[src/rtl/sipo_pkg.sv]
// Shared definitions for the sipo_deser serial-to-parallel deserialiser:
// counter sizing and parameter legality helpers.
package sipo_pkg;

  // Bit order of the assembled word relative to arrival order.
  typedef enum logic {
    ORDER_LSB_FIRST = 1'b0,
    ORDER_MSB_FIRST = 1'b1
  } lane_order_e;

  // Beat counter width; a single-beat word still needs a 1-bit counter port.
  function automatic int cnt_w(input int beats);
    return (beats <= 1) ? 1 : $clog2(beats);
  endfunction

  // LANES must be 1..WIDTH and divide WIDTH exactly.
  function automatic bit params_ok(input int width, input int lanes);
    if (lanes < 1 || lanes > width) return 1'b0;
    return (width % lanes) == 0;
  endfunction

endpackage

[src/rtl/sipo_out_buf.sv]
// One-entry valid/ready output buffer for sipo_deser. Accepts a completed word
// when empty or draining on the same edge; otherwise drops it and flags overrun.
module sipo_out_buf #(
  parameter int WIDTH = 8
) (
  input  logic             clk,
  input  logic             rst_n,
  input  logic             clr,
  input  logic             load,
  input  logic [WIDTH-1:0] word,
  input  logic             ready,
  output logic [WIDTH-1:0] q_out,
  output logic             q_valid,
  output logic             overrun,
  output logic             load_ok
);

  // A full buffer that is being drained this edge can take the next word with no bubble.
  assign load_ok = !q_valid || ready;

  // NOTE: state registers use non-blocking assignments so every flop samples
  // pre-edge values; blocking here would create order-dependent simulation.
  always_ff @(posedge clk or negedge rst_n) begin
    if (!rst_n) begin
      q_out   <= '0;
      q_valid <= 1'b0;
      overrun <= 1'b0;
    end else if (clr) begin
      q_out   <= '0;
      q_valid <= 1'b0;
      overrun <= 1'b0;
    end else begin
      if (load && load_ok) begin
        q_out   <= word;
        q_valid <= 1'b1;
      end else if (ready) begin
        q_valid <= 1'b0;
      end
      if (load && !load_ok) begin
        overrun <= 1'b1;
      end
    end
  end

endmodule

[src/rtl/sipo_deser.sv]
// Parametrised serial-to-parallel deserialiser: shifts LANES bits per enabled
// clock into a WIDTH-bit word and hands completed words to a one-entry buffer.
module sipo_deser
  import sipo_pkg::*;
#(
  parameter int  WIDTH     = 8,
  parameter int  LANES     = 1,
  parameter bit  MSB_FIRST = 1'b0,
  localparam int BEATS     = WIDTH / LANES,
  localparam int CNT_W     = cnt_w(BEATS)
) (
  input  logic             clk,
  input  logic             rst_n,
  input  logic             clr,
  input  logic             shift_en,
  input  logic [LANES-1:0] data_in,
  input  logic             q_ready,
  output logic [WIDTH-1:0] q_out,
  output logic             q_valid,
  output logic [CNT_W-1:0] beat_cnt,
  output logic             overrun
);

  localparam lane_order_e ORDER = MSB_FIRST ? ORDER_MSB_FIRST : ORDER_LSB_FIRST;

  if (!params_ok(WIDTH, LANES)) begin : g_bad_params
    $error("sipo_deser: LANES must be in 1..WIDTH and divide WIDTH exactly");
  end

  logic [WIDTH-1:0] sr;
  logic [WIDTH-1:0] shifted;
  logic [CNT_W-1:0] cnt_next;
  logic             last_beat;
  logic             complete;
  logic             load_ok;

  // Lane-order mux: shifted is the next-state value of sr when shift_en is high.
  if (BEATS == 1) begin : g_single_beat
    assign shifted = data_in;
  end else if (ORDER == ORDER_MSB_FIRST) begin : g_msb_first
    assign shifted = {sr[WIDTH-LANES-1:0], data_in};
  end else begin : g_lsb_first
    assign shifted = {data_in, sr[WIDTH-1:LANES]};
  end

  assign last_beat = (beat_cnt == CNT_W'(BEATS - 1));

  // NOTE: every variable written in always_comb gets a default first so no
  // path leaves it unassigned, which would otherwise infer a latch.
  always_comb begin
    cnt_next = beat_cnt + CNT_W'(1);
    if (last_beat) begin
      cnt_next = '0;
    end
  end

  // sr is deliberately not cleared on completion; the next BEATS beats overwrite it.
  always_ff @(posedge clk or negedge rst_n) begin
    if (!rst_n) begin
      sr       <= '0;
      beat_cnt <= '0;
    end else if (clr) begin
      sr       <= '0;
      beat_cnt <= '0;
    end else if (shift_en) begin
      sr       <= shifted;
      beat_cnt <= cnt_next;
    end
  end

  assign complete = shift_en && last_beat && !clr;

  sipo_out_buf #(
    .WIDTH (WIDTH)
  ) u_out_buf (
    .clk     (clk),
    .rst_n   (rst_n),
    .clr     (clr),
    .load    (complete),
    .word    (shifted),
    .ready   (q_ready),
    .q_out   (q_out),
    .q_valid (q_valid),
    .overrun (overrun),
    .load_ok (load_ok)
  );

  // Drop decisions are already folded into overrun inside the buffer.
  logic unused_load_ok;
  assign unused_load_ok = load_ok;

endmodule

[config.mk]
export PLATFORM = sky130hd
export DESIGN_NAME = sipo_deser
export DESIGN_NICKNAME = d
export VERILOG_FILES = /design/src/rtl/sipo_pkg.sv /design/src/rtl/sipo_out_buf.sv /design/src/rtl/sipo_deser.sv
export SDC_FILE = /design/constraint.sdc
export NUM_CORES = 1
export LEC_CHECK = 0
export BUFFER_PORTS_ARGS = -buffer_cell sky130_fd_sc_hd__buf_2
export CORE_MARGIN = 2
export CORE_UTILIZATION = 45
export CTS_BUF_LIST = sky130_fd_sc_hd__clkbuf_2
export DETAILED_ROUTE_END_ITERATION = 10
export PLACE_DENSITY_LB_ADDON = 0.12
export SETUP_SLACK_MARGIN = 0.02
export SYNTH_ARGS = -nofsm -noshare
export SYNTH_HDL_FRONTEND = slang
export SYNTH_SLANG_ARGS = --single-unit
[constraint.sdc]
create_clock -name clk -period 3.5 [get_ports clk]
set_clock_uncertainty 0.05 [all_clocks]
set_input_delay 0.175 -clock clk [delete_from_list [all_inputs] [get_ports clk]]
set_output_delay 0.175 -clock clk [all_outputs]
set_load 0.01 [all_outputs]
==> results of run 1 <==
-- state kept, by name, indices dropped and copies added (netlist names) --
signal and flops:
u_out_buf.q_out 8, sr 7, u_out_buf.overrun 1, beat_cnt 3
u_out_buf.q_valid 1
-- worst min path at each step --
stage	startpoint	endpoint	slack, ns	depth (start not counted)
2_1_floorplan	rst_n	beat_cnt[0]	-0.17	0
3_3_place_gp	rst_n	u_out_buf.q_out[0]	0.1	1
3_5_place_dp	rst_n	sr[1]	0.10	1
4_1_cts	data_in	u_out_buf.q_out[7]	0.05	3
5_1_grt	data_in	u_out_buf.q_out[7]	0.04	3
6_report	data_in	u_out_buf.q_out[7]	0.06	3
-- power by group through the flow --
| stage | logic [uW] | registers, uW | clock network (uW) |
|---|---|---|---|
| 3_3_place_gp | 29.8 | 241 | 0 |
| 5_1_grt | 33.7 | 238 | 109 |
| 6_report | 30.1 | 237 | 91.6 |
| 4_1_cts | 31.0 | 237 | 97.3 |
| 3_5_place_dp | 30.1 | 242 | 0 |
| 2_1_floorplan | 21.4 | 242 | 0 |
-- layout make-up --
class                           instances  area [um2]  share of cell area, %
Timing Repair Buffer                   19         100                   9.45
Sequential cell                        20         500                   47.2
Clock buffer                            3        15.0                   1.42
Multi-Input combinational cell         54         407                   38.4
Tap cell                               27        33.8                   3.19
Clock inverter                          1        3.75                  0.354
-- worst register-to-register path: stages, from the launching register on --
cell     delay [ns]
dfrtp_1        0.42
ha_1           0.16
ha_1           0.26
nand2_4        0.09
nor2_8         0.19
mux2i_1        0.20
-- per-stage QoR --
step	worst slack [ns]	total power [uW]	utilization (%)	instances
floorplan	2.15	264	-	79
global placement	2.11	271	52.0	119
detailed placement	2.10	272	52.0	119
CTS	2.05	366	53.5	124
global route	1.96	381	53.5	124
finish	2.08	359	53.5	124
-- cell usage after synthesis, drive strengths merged --
cell	instances	share of area (%)
nand2b	16	10
dfrtp	20	52
nand2	1	1.2
nor2	14	7.2
buf	5	4.9
a21oi	1	0.52
mux2i	18	19
a31oi	1	0.66
and2b	1	1.0
ha	2	2.6
-- cell families after synthesis --
kind of cell,count (synthesis)
AO/OA/AOI/OAI,2
adder cells (fa/ha/maj),2
buffers and inverters,5
flip-flops,20
multiplexers,18
AND/OR/NAND/NOR,32
-- what timing repair did --
action,in CTS,in global routing
setup buffers,0,0
hold endpoints to repair,20,0
hold buffers,1,0
-- routing by layer --
layer	share of wire, %	global-route usage, %	vias up	wire length [um]
li1	-	-	294	-
met1	49	18.0	290	725
met2	46	20.8	10	680
met3	3.2	2.73	2	48
met4	1.6	6.94	0	23
met5	0	0	-	0
==> results by group, run 1 <==
Global route
  • Vias in the first global route: 555
  • GRT Resource Usage Total: 13.6%
  • Initial antenna violation count: 0
  • Total congestion overflow: 0
  • First-pass GRT wire length: 2560 um
  • Largest net degree at the start of global routing: 29

Drt
  • Drt drc: 0
  • DR vias: 596
  • Vias/cell: 4.81
  • First drt pass iteration count: 2
  • 1st-iter DRT viols: 2
  • Final wirelength: 1480 um
  • Avg WL per Cell: 11.9 um
  • Post-route ant nets: 0

Min path
  • Hold WC Path Type: input pin to register

STA
  • Rel. slew slack: 69.3%
  • RSZ-0062 raised after global routing: no
  • Final Hold Viols: 0
  • Peak Freq: 704 MHz
  • Final worst hold slack: 0.0551 ns
  • Endpoints failing setup: 0
  • Setup TNS: 0 ns
  • Part of the cycle the worst path needs: 40.6%
  • Least-Margin Pin Slew: 0.461 ns
  • Final worst path period need: 1.42 ns
  • Slew Viols, Final: 0

Place
  • Post-DP HPWL: 981 um
  • Placed cell area: 0.00103 mm2
  • Routability congestion estimate: 0.691
  • # port buffers: 18

Pwr
  • Clock network power share: 25.5%
  • Internal Power: 272 uW
  • PD cells: 339 mW/mm2
  • Leak: 0.000542 uW
  • Switch share: 24.2%
  • VDD IR max: 0.240 mV
  • Sequential power share: 66.1%
  • P_sw: 86.9 uW
  • Gate power share: 8.4%

Logic synthesis
  • Post-synth cell types: 13
  • Adder-Cell Fraction of Synth Area: 2.62%
  • Syn nets: 87
  • Share of the yosys chip area belonging to registers: 52.5%
  • Mapped Avg Cell Area: 12.1 um2
  • Post-synthesis cell area: 953 um2
  • Syn Inst Count: 79
  • Post-Synth Simple-Gate Area: 19.9%
  • Synth Area in XOR/XNOR: 0%
  • Synth warn: 0
  • Synth Area in Compound Gates: 1.18%
  • Multiplexer share of the synthesized area: 18.9%
  • #FFs+latches synth: 20
  • Main combinational cell family by area after synthesis: simple AND/OR/NAND/NOR gates

Worst setup path
  • CP Capture Type: register
  • Crit-path leading delay family: adder cells
  • Worst EP arrival: 1.60 ns
  • CP endpoint: u_out_buf.q_out[1]
  • Crit path top cell by count: ha_1
  • Slowest-stage cell, CP: dfrtp_1
  • Crit-path cells: ha_1, ha_1, nand2_4, nor2_8, mux2i_1
  • Worst Setup Start Kind: register
  • Setup CP Type: register to register
  • Reg2Reg Setup Slack: 2.08 ns
  • Worst r2r src: beat_cnt[0]
  • Worst R2R End: u_out_buf.q_out[1]
  • Crit. path cell count: 5
  • CP Buf/Inv Count: 0
  • CP max FO: 8
  • Critical Path Max Stage Delay: 0.42 ns
  • WP data required: 3.68 ns
  • Worst Reg2Reg Path Length in Cells: 5
  • Critical Path Start: beat_cnt[0]

Final layout
  • Share of cells above drive strength 1: 24.7%
  • Commonest non-fill, non-tap cell in the layout: dfrtp_1
  • Nets: 106
  • Area Growth Syn to Fin: 11.2%
  • Filler cell count: 199
  • Most frequent cells in the layout: dfrtp_1 (20), mux2i_1 (18), buf_2 (18)
  • N_diodes: 0
  • Post-route cell area: 0.00106 mm2

Die
  • IO Pins: 19
  • Placeable Area: 0.00198 mm2
  • Die width: 50.0 um
  • Starting Density: 48.1%
  • Die Area: 0.00250 mm2
  • Die Ht: 50.0 um
  • # rows: 16

Clock tree
  • CTS Buf Count: 3
  • Clock Path Buffers: 2
  • CTS resizes: 0
  • TritonCTS clock tree: built
  • Reg clk slew, reported paths: 0.19 ns
  • H-tree Lvls: 1
  • Clock latency on the worst-skew pair: 0.30 ns
  • # clock sinks: 20
  • Root buf cell: clkbuf_2

Status
  • Outcome: complete, no violations

Run
  • Max Cap Viol: 0
(Power assumes the default switching activity.)
==> run 2, diff against run 1 <==
Clock period 3.5 ns to 1.4 ns, I/O delays scaled along.
==> run 2 against run 1 <==
Flip-flop and latch count unchanged. Global-route usage increased by 0.39 points. Final area increased by 5.8%. Clock power increased by 150%. Combinational power increased to 3.1 times the previous value. Setup slack got worse by 2.0 ns. Critical path depth unchanged.
==> results by group, run 2 (synthesis gave the netlist of run 1 again) <==
Status
  • Outcome: complete, no violations (unchanged)

Drt
  • Drt drc: 0 (unchanged)
  • Vias/cell: 4.64 (was 4.81)
  • First drt pass iteration count: 3 (was 2)
  • DR vias: 598 (was 596)
  • Avg WL per Cell: 11.7 um (was 11.9 um)
  • Final wirelength: 1510 um (was 1480 um)
  • Post-route ant nets: 0 (unchanged)
  • 1st-iter DRT viols: 5 (was 2)

Clock tree
  • Clock Path Buffers: 2 (unchanged)
  • Clock latency on the worst-skew pair: 0.30 ns (about the same)
  • TritonCTS clock tree: built (unchanged)
  • Root buf cell: clkbuf_2 (unchanged)
  • Reg clk slew, reported paths: 0.18 ns (was 0.19 ns)
  • # clock sinks: 20 (unchanged)
  • H-tree Lvls: 1 (unchanged)
  • CTS Buf Count: 3 (unchanged)

Die
  • Starting Density: 48.1% (unchanged)
  • # rows: 16 (unchanged)
  • Die Area: 0.00250 mm2 (unchanged)
  • Die Ht: 50.0 um (unchanged)
  • Placeable Area: 0.00198 mm2 (unchanged)
  • Die width: 50.0 um (unchanged)
  • IO Pins: 19 (unchanged)

Worst setup path
  • Worst EP arrival: 1.54 ns (was 1.60 ns)
  • Setup CP Type: register to register (unchanged)
  • WP data required: 1.59 ns (was 3.68 ns)
  • CP Capture Type: register (unchanged)
  • CP max FO: 8 (unchanged)
  • Reg2Reg Setup Slack: 0.06 ns (was 2.08 ns)
  • Worst r2r src: beat_cnt[1] (was beat_cnt[0])
  • Worst Reg2Reg Path Length in Cells: 5 (unchanged)
  • Worst R2R End: u_out_buf.q_out[5] (was u_out_buf.q_out[1])
  • Worst Setup Start Kind: register (unchanged)

Place
  • Routability congestion estimate: 0.713 (was 0.691)
  • Post-DP HPWL: 957 um (was 981 um)
  • # port buffers: 18 (unchanged)
  • Placed insts: 121 (was 119)

Final layout
  • Nets: 112 (was 106)
  • Area Growth Syn to Fin: 17.6% (was 11.2%)
  • Most frequent cells in the layout: dfrtp_1 (20), mux2i_1 (18), buf_2 (18) (unchanged)
  • Non-Filler Instances: 129 (was 124)
  • N_diodes: 0 (unchanged)
  • Fin util: 56.6% (was 53.5%)
  • Most flop-heavy register: u_out_buf.q_out (unchanged)
  • Commonest non-fill, non-tap cell in the layout: dfrtp_1 (unchanged)
  • Top Registers: u_out_buf.q_out: 8 flops, sr: 7 flops, beat_cnt: 3 flops (unchanged)
  • Number of flip-flops in the largest register: 8 (unchanged)
  • Share of cells above drive strength 1: 31.4% (was 24.7%)

Global route
  • Initial antenna violation count: 0 (unchanged)
  • GRT Resource Usage Total: 14.0% (was 13.6%)
  • Total congestion overflow: 0 (unchanged)
  • Largest net degree at the start of global routing: 29 (unchanged)
  • First-pass GRT wire length: 2640 um (was 2560 um)
  • Vias in the first global route: 604 (was 555)

STA
  • Final Hold Viols: 0 (unchanged)
  • Part of the cycle the worst path needs: 96.1% (was 40.6%)
  • Endpoints failing setup: 0 (unchanged)
  • RSZ-0062 raised after global routing: yes (was no)
  • Final worst path period need: 1.34 ns (was 1.42 ns)
  • Rel. slew slack: 70.4% (was 69.3%)
  • Least-Margin Pin Slew: 0.444 ns (was 0.461 ns)
  • Peak Freq: 744 MHz (was 704 MHz)
  • Slew Viols, Final: 0 (unchanged)

Min path
  • Worst hold start: clr (was data_in)
  • Hold endpoint: sr[5] (was u_out_buf.q_out[7])
  • Hold WC Path Type: input pin to register (unchanged)
  • Worst Hold Depth: 2 (was 3)

Pwr
  • Leak: 0.000563 uW (was 0.000542 uW)
  • VDD IR max: 0.457 mV (was 0.240 mV)
  • PD cells: 814 mW/mm2 (was 339 mW/mm2)

Run
  • Max Cap Viol: 0 (unchanged)
## run 2: worst max path at each step
stage	from	endpoint	slack, ns	cells after the start
after floorplan	beat_cnt[0]	u_out_buf.q_out[0]	0.05	5
after global routing	beat_cnt[1]	u_out_buf.q_out[3]	-0.07	5
final	beat_cnt[1]	u_out_buf.q_out[5]	0.06	5
after global placement	beat_cnt[0]	u_out_buf.q_out[7]	0.06	5
after detailed placement	beat_cnt[0]	beat_cnt[0]	0.03	6
after CTS	beat_cnt[1]	beat_cnt[0]	0.02	6
## run 2: stage by stage
step / setup WS [ns] / hold WS (ns) / setup TNS, ns / power (uW) / area (um2)
5_1_grt: -0.0719 / 0.0947 / -0.327 / 964 / 1120
3_3_place_gp: 0.0556 / -0.00306 / 0 / 681 / 1050
3_5_place_dp: 0.0343 / -0.00454 / 0 / 682 / 1050
6_report: 0.0552 / 0.108 / 0 / 912 / 1120
2_1_floorplan: 0.0510 / -0.276 / 0 / 659 / 953
4_1_cts: 0.0218 / 0.0900 / 0 / 918 / 1090
## run 2: layout make-up
type	count	area (um2)
clock buffer	3	15.0
fill	185	861
multi-input combinational	54	424
sequential	20	500
tap	27	33.8
timing repair buffer	25	148
## run 2: per-layer routing
metal,up-vias,track usage [%],part of all wire (%)
met5,-,0,0
met3,2,2.73,3.2
met4,0,6.94,0.79
li1,302,-,-
met1,284,17.4,47
met2,10,22.8,49
## run 2: critical path, cell delays in order (launching register included)
cell,delay [ns]
dfrtp_1,0.42
ha_2,0.20
ha_4,0.14
nand2_4,0.06
nor2_8,0.20
mux2i_1,0.21
## run 2: power by group
group | internal, uW | switching [uW]
Clock | 58.4 | 167
Sequential | 587 | 7.14
Combinational | 45.5 | 47.6
Total | 691 | 222
## run 2: repair_timing
action,CTS,global route
hold endpoints to repair,22,0
resized for setup,0,4
pin swaps,0,2
cloned,0,0
setup buffers,1,2
endpoints found under the setup margin,6,11
hold buffers,2,0
==> run 3, diff against run 2 <==
Settings changed: BUFFER_PORTS_ARGS -buffer_cell sky130_fd_sc_hd__buf_2 to -buffer_cell sky130_fd_sc_hd__clkbuf_2, RECOVER_POWER set to 100.
==> run 3 against run 2 <==
Maximum frequency is 3.4% higher. Flip-flop and latch count stayed put. Register-to-register slack better by 0.04 ns. Non-clock buffer count is 1 lower. Die area stayed put. Wire length is 2.8% higher. Power is 0.61% lower. Sequential share of layout area is 0.86 points higher. Final area is 1.9% lower. Core utilization is 1.1 points lower. Cell count is 0.78% lower. Critical path depth stayed put. Critical endpoint is now u_out_buf.q_out[6].
==> results by group, run 3 (synthesis gave the netlist of run 1 again) <==
Drt
  • Post-route ant nets: 0 (unchanged)
  • Vias/cell: 4.65 (was 4.64)
  • Metal-1 WL: 733 um (was 714 um)
  • 1st-iter DRT viols: 2 (was 5)
  • Met3 wire length: 45 um (was 49 um)
  • Avg WL per Cell: 12.2 um (was 11.7 um)
  • Final wirelength: 1560 um (was 1510 um)
  • Routed wl met2: 766 um (was 736 um)
  • Highest Signal Layer: met4 (unchanged)
  • DR vias: 595 (was 598)
  • First drt pass iteration count: 3 (unchanged)
  • Drt drc: 0 (unchanged)

Clock tree
  • Reg clk slew, reported paths: 0.18 ns (about the same)
  • CTS Buf Count: 3 (unchanged)
  • Clock Path Buffers: 2 (unchanged)
  • Clock latency on the worst-skew pair: 0.30 ns (about the same)
  • Root buf cell: clkbuf_2 (unchanged)
  • # clock sinks: 20 (unchanged)
  • H-tree Lvls: 1 (unchanged)
  • TritonCTS clock tree: built (unchanged)

STA
  • Peak Freq: 769 MHz (was 744 MHz)
  • Part of the cycle the worst path needs: 92.9% (was 96.1%)
  • Final worst hold slack: 0.126 ns (was 0.108 ns)
  • Slew Viols, Final: 0 (unchanged)
  • Setup TNS: 0 ns (unchanged)
  • Final worst path period need: 1.30 ns (was 1.34 ns)
  • Worst setup margin: 0.0999 ns (was 0.0552 ns)
  • Rel. slew slack: 30.3% (was 70.4%)
  • Endpoints failing setup: 0 (unchanged)
  • RSZ-0062 raised after global routing: yes (unchanged)
  • Final Hold Viols: 0 (unchanged)
  • Least-Margin Pin Slew: 1.05 ns (was 0.444 ns)

Die
  • IO Pins: 19 (unchanged)
  • Die Ht: 50.0 um (unchanged)
  • Die width: 50.0 um (unchanged)
  • Starting Density: 48.1% (unchanged)
  • Placeable Area: 0.00198 mm2 (unchanged)
  • # rows: 16 (unchanged)
  • Die Area: 0.00250 mm2 (unchanged)

Worst setup path
  • Critical Path Max Stage Delay: 0.39 ns (was 0.42 ns)
  • Worst Setup Start Kind: register (unchanged)
  • Slowest-stage cell, CP: dfrtp_1 (unchanged)
  • CP max FO: 8 (unchanged)
  • CP Capture Type: register (unchanged)
  • Worst EP arrival: 1.49 ns (was 1.54 ns)
  • Worst Reg2Reg Path Length in Cells: 5 (unchanged)
  • Setup CP Type: register to register (unchanged)
  • Crit-path cells: ha_2, ha_4, nand2_4, nor2_8, mux2i_1 (unchanged)
  • WP data required: 1.59 ns (about the same)

Global route
  • Largest net degree at the start of global routing: 29 (unchanged)
  • Vias in the first global route: 619 (was 604)
  • First-pass GRT wire length: 2750 um (was 2640 um)
  • Total congestion overflow: 0 (unchanged)
  • Initial antenna violation count: 0 (unchanged)
  • GRT Resource Usage Total: 14.7% (was 14.0%)

Final layout
  • Number of flip-flops in the largest register: 8 (unchanged)
  • Most frequent cells in the layout: dfrtp_1 (20), mux2i_1 (18), nand2b_1 (16) (was dfrtp_1 (20), mux2i_1 (18), buf_2 (18))
  • Filler cell count: 197 (was 185)
  • N_diodes: 0 (unchanged)
  • Commonest non-fill, non-tap cell in the layout: dfrtp_1 (unchanged)
  • Area Growth Syn to Fin: 15.4% (was 17.6%)
  • Most flop-heavy register: u_out_buf.q_out (unchanged)
  • Top Registers: u_out_buf.q_out: 8 flops, sr: 7 flops, beat_cnt: 3 flops (unchanged)
  • Share of cells above drive strength 1: 20.8% (was 31.4%)
  • Nets: 111 (was 112)

Status
  • Outcome: complete, no violations (unchanged)

Run
  • Max Cap Viol: 0 (unchanged)

Min path
  • Worst Hold Depth: 3 (was 2)
  • Hold WC Path Type: input pin to register (unchanged)

Place
  • Pre-CTS setup slack: 0.00913 ns (was 0.0343 ns)
  • # port buffers: 18 (unchanged)
  • Routability congestion estimate: 0.717 (was 0.713)
  • Post-DP HPWL: 1000 um (was 957 um)

Pwr
  • VDD IR max: 0.559 mV (was 0.457 mV)
  • PD cells: 825 mW/mm2 (was 814 mW/mm2)
  • Leak: 0.000518 uW (was 0.000563 uW)
run 3: cell count changes in the layout (fill, tap and decap cells not counted):
cell,previous run,this run
clkbuf_2,3,12
nor2_2,1,0
nor2_1,12,13
clkbuf_1,0,9
buf_4,5,4
buf_2,18,0
run 3: routing by layer:
metal / up-vias / track usage, %
li1: 305 / -
met1: 278 / 18.2
met2: 10 / 23.9
met3: 2 / 2.73
met4: 0 / 8.33
met5: - / 0
run 3: final timing paths:
check	from	endpoint	slack (ns)
worst min register to register	u_out_buf.q_out[5]	u_out_buf.q_out[5]	0.50
worst max-delay path	beat_cnt[1]	u_out_buf.q_out[6]	0.1
min in group asynchronous	rst_n	sr[5]	0.39
worst max register to register	beat_cnt[1]	u_out_buf.q_out[6]	0.1
max in group asynchronous	rst_n	u_out_buf.q_out[1]	0.29
worst min-delay path	shift_en	beat_cnt[2]	0.13
run 3: critical path, delay by kind of cell, from the launching register on:
| kind | cells | cell delay, ns |
|---|---|---|
| and+or+nand+nor | 2 | 0.24 |
| muxes | 1 | 0.21 |
| DFF | 1 | 0.39 |
| adders and majority gates | 2 | 0.36 |
run 3: area by class of cell:
cell class,instances,area [um2],share of cell area (%)
flip-flops and latches,20,500,45.5
multi-input cells,54,422,38.3
repair buffers,24,129,11.7
well taps,27,33.8,3.07
clock buffers,3,15.0,1.37
run 3: timing repair:
item                       in CTS  in global routing
setup endpoints to repair       8                  8
gates cloned                    0                  0
hold endpoints to repair       22                  0
pin swaps                       1                  2
hold buffers                    2                  0
gates resized for setup         2                  1
buffers inserted                1                  1
run 3: per-stage QoR:
stage | utilization (%) | area, um2 | power, uW | std cells
3_5_place_dp | 52.8 | 1050 | 686 | 121
2_1_floorplan | - | 953 | 659 | 79
5_1_grt | 55.5 | 1100 | 964 | 128
4_1_cts | 55.6 | 1100 | 925 | 127
6_report | 55.5 | 1100 | 907 | 128
3_3_place_gp | 52.8 | 1050 | 683 | 121
run 3: where the power goes:
part           internal, uW  switching, uW  leakage [uW]
sequential              587           6.19      0.000277
combinational          44.2           48.3      0.000229
clock                  58.4            163     0.0000125
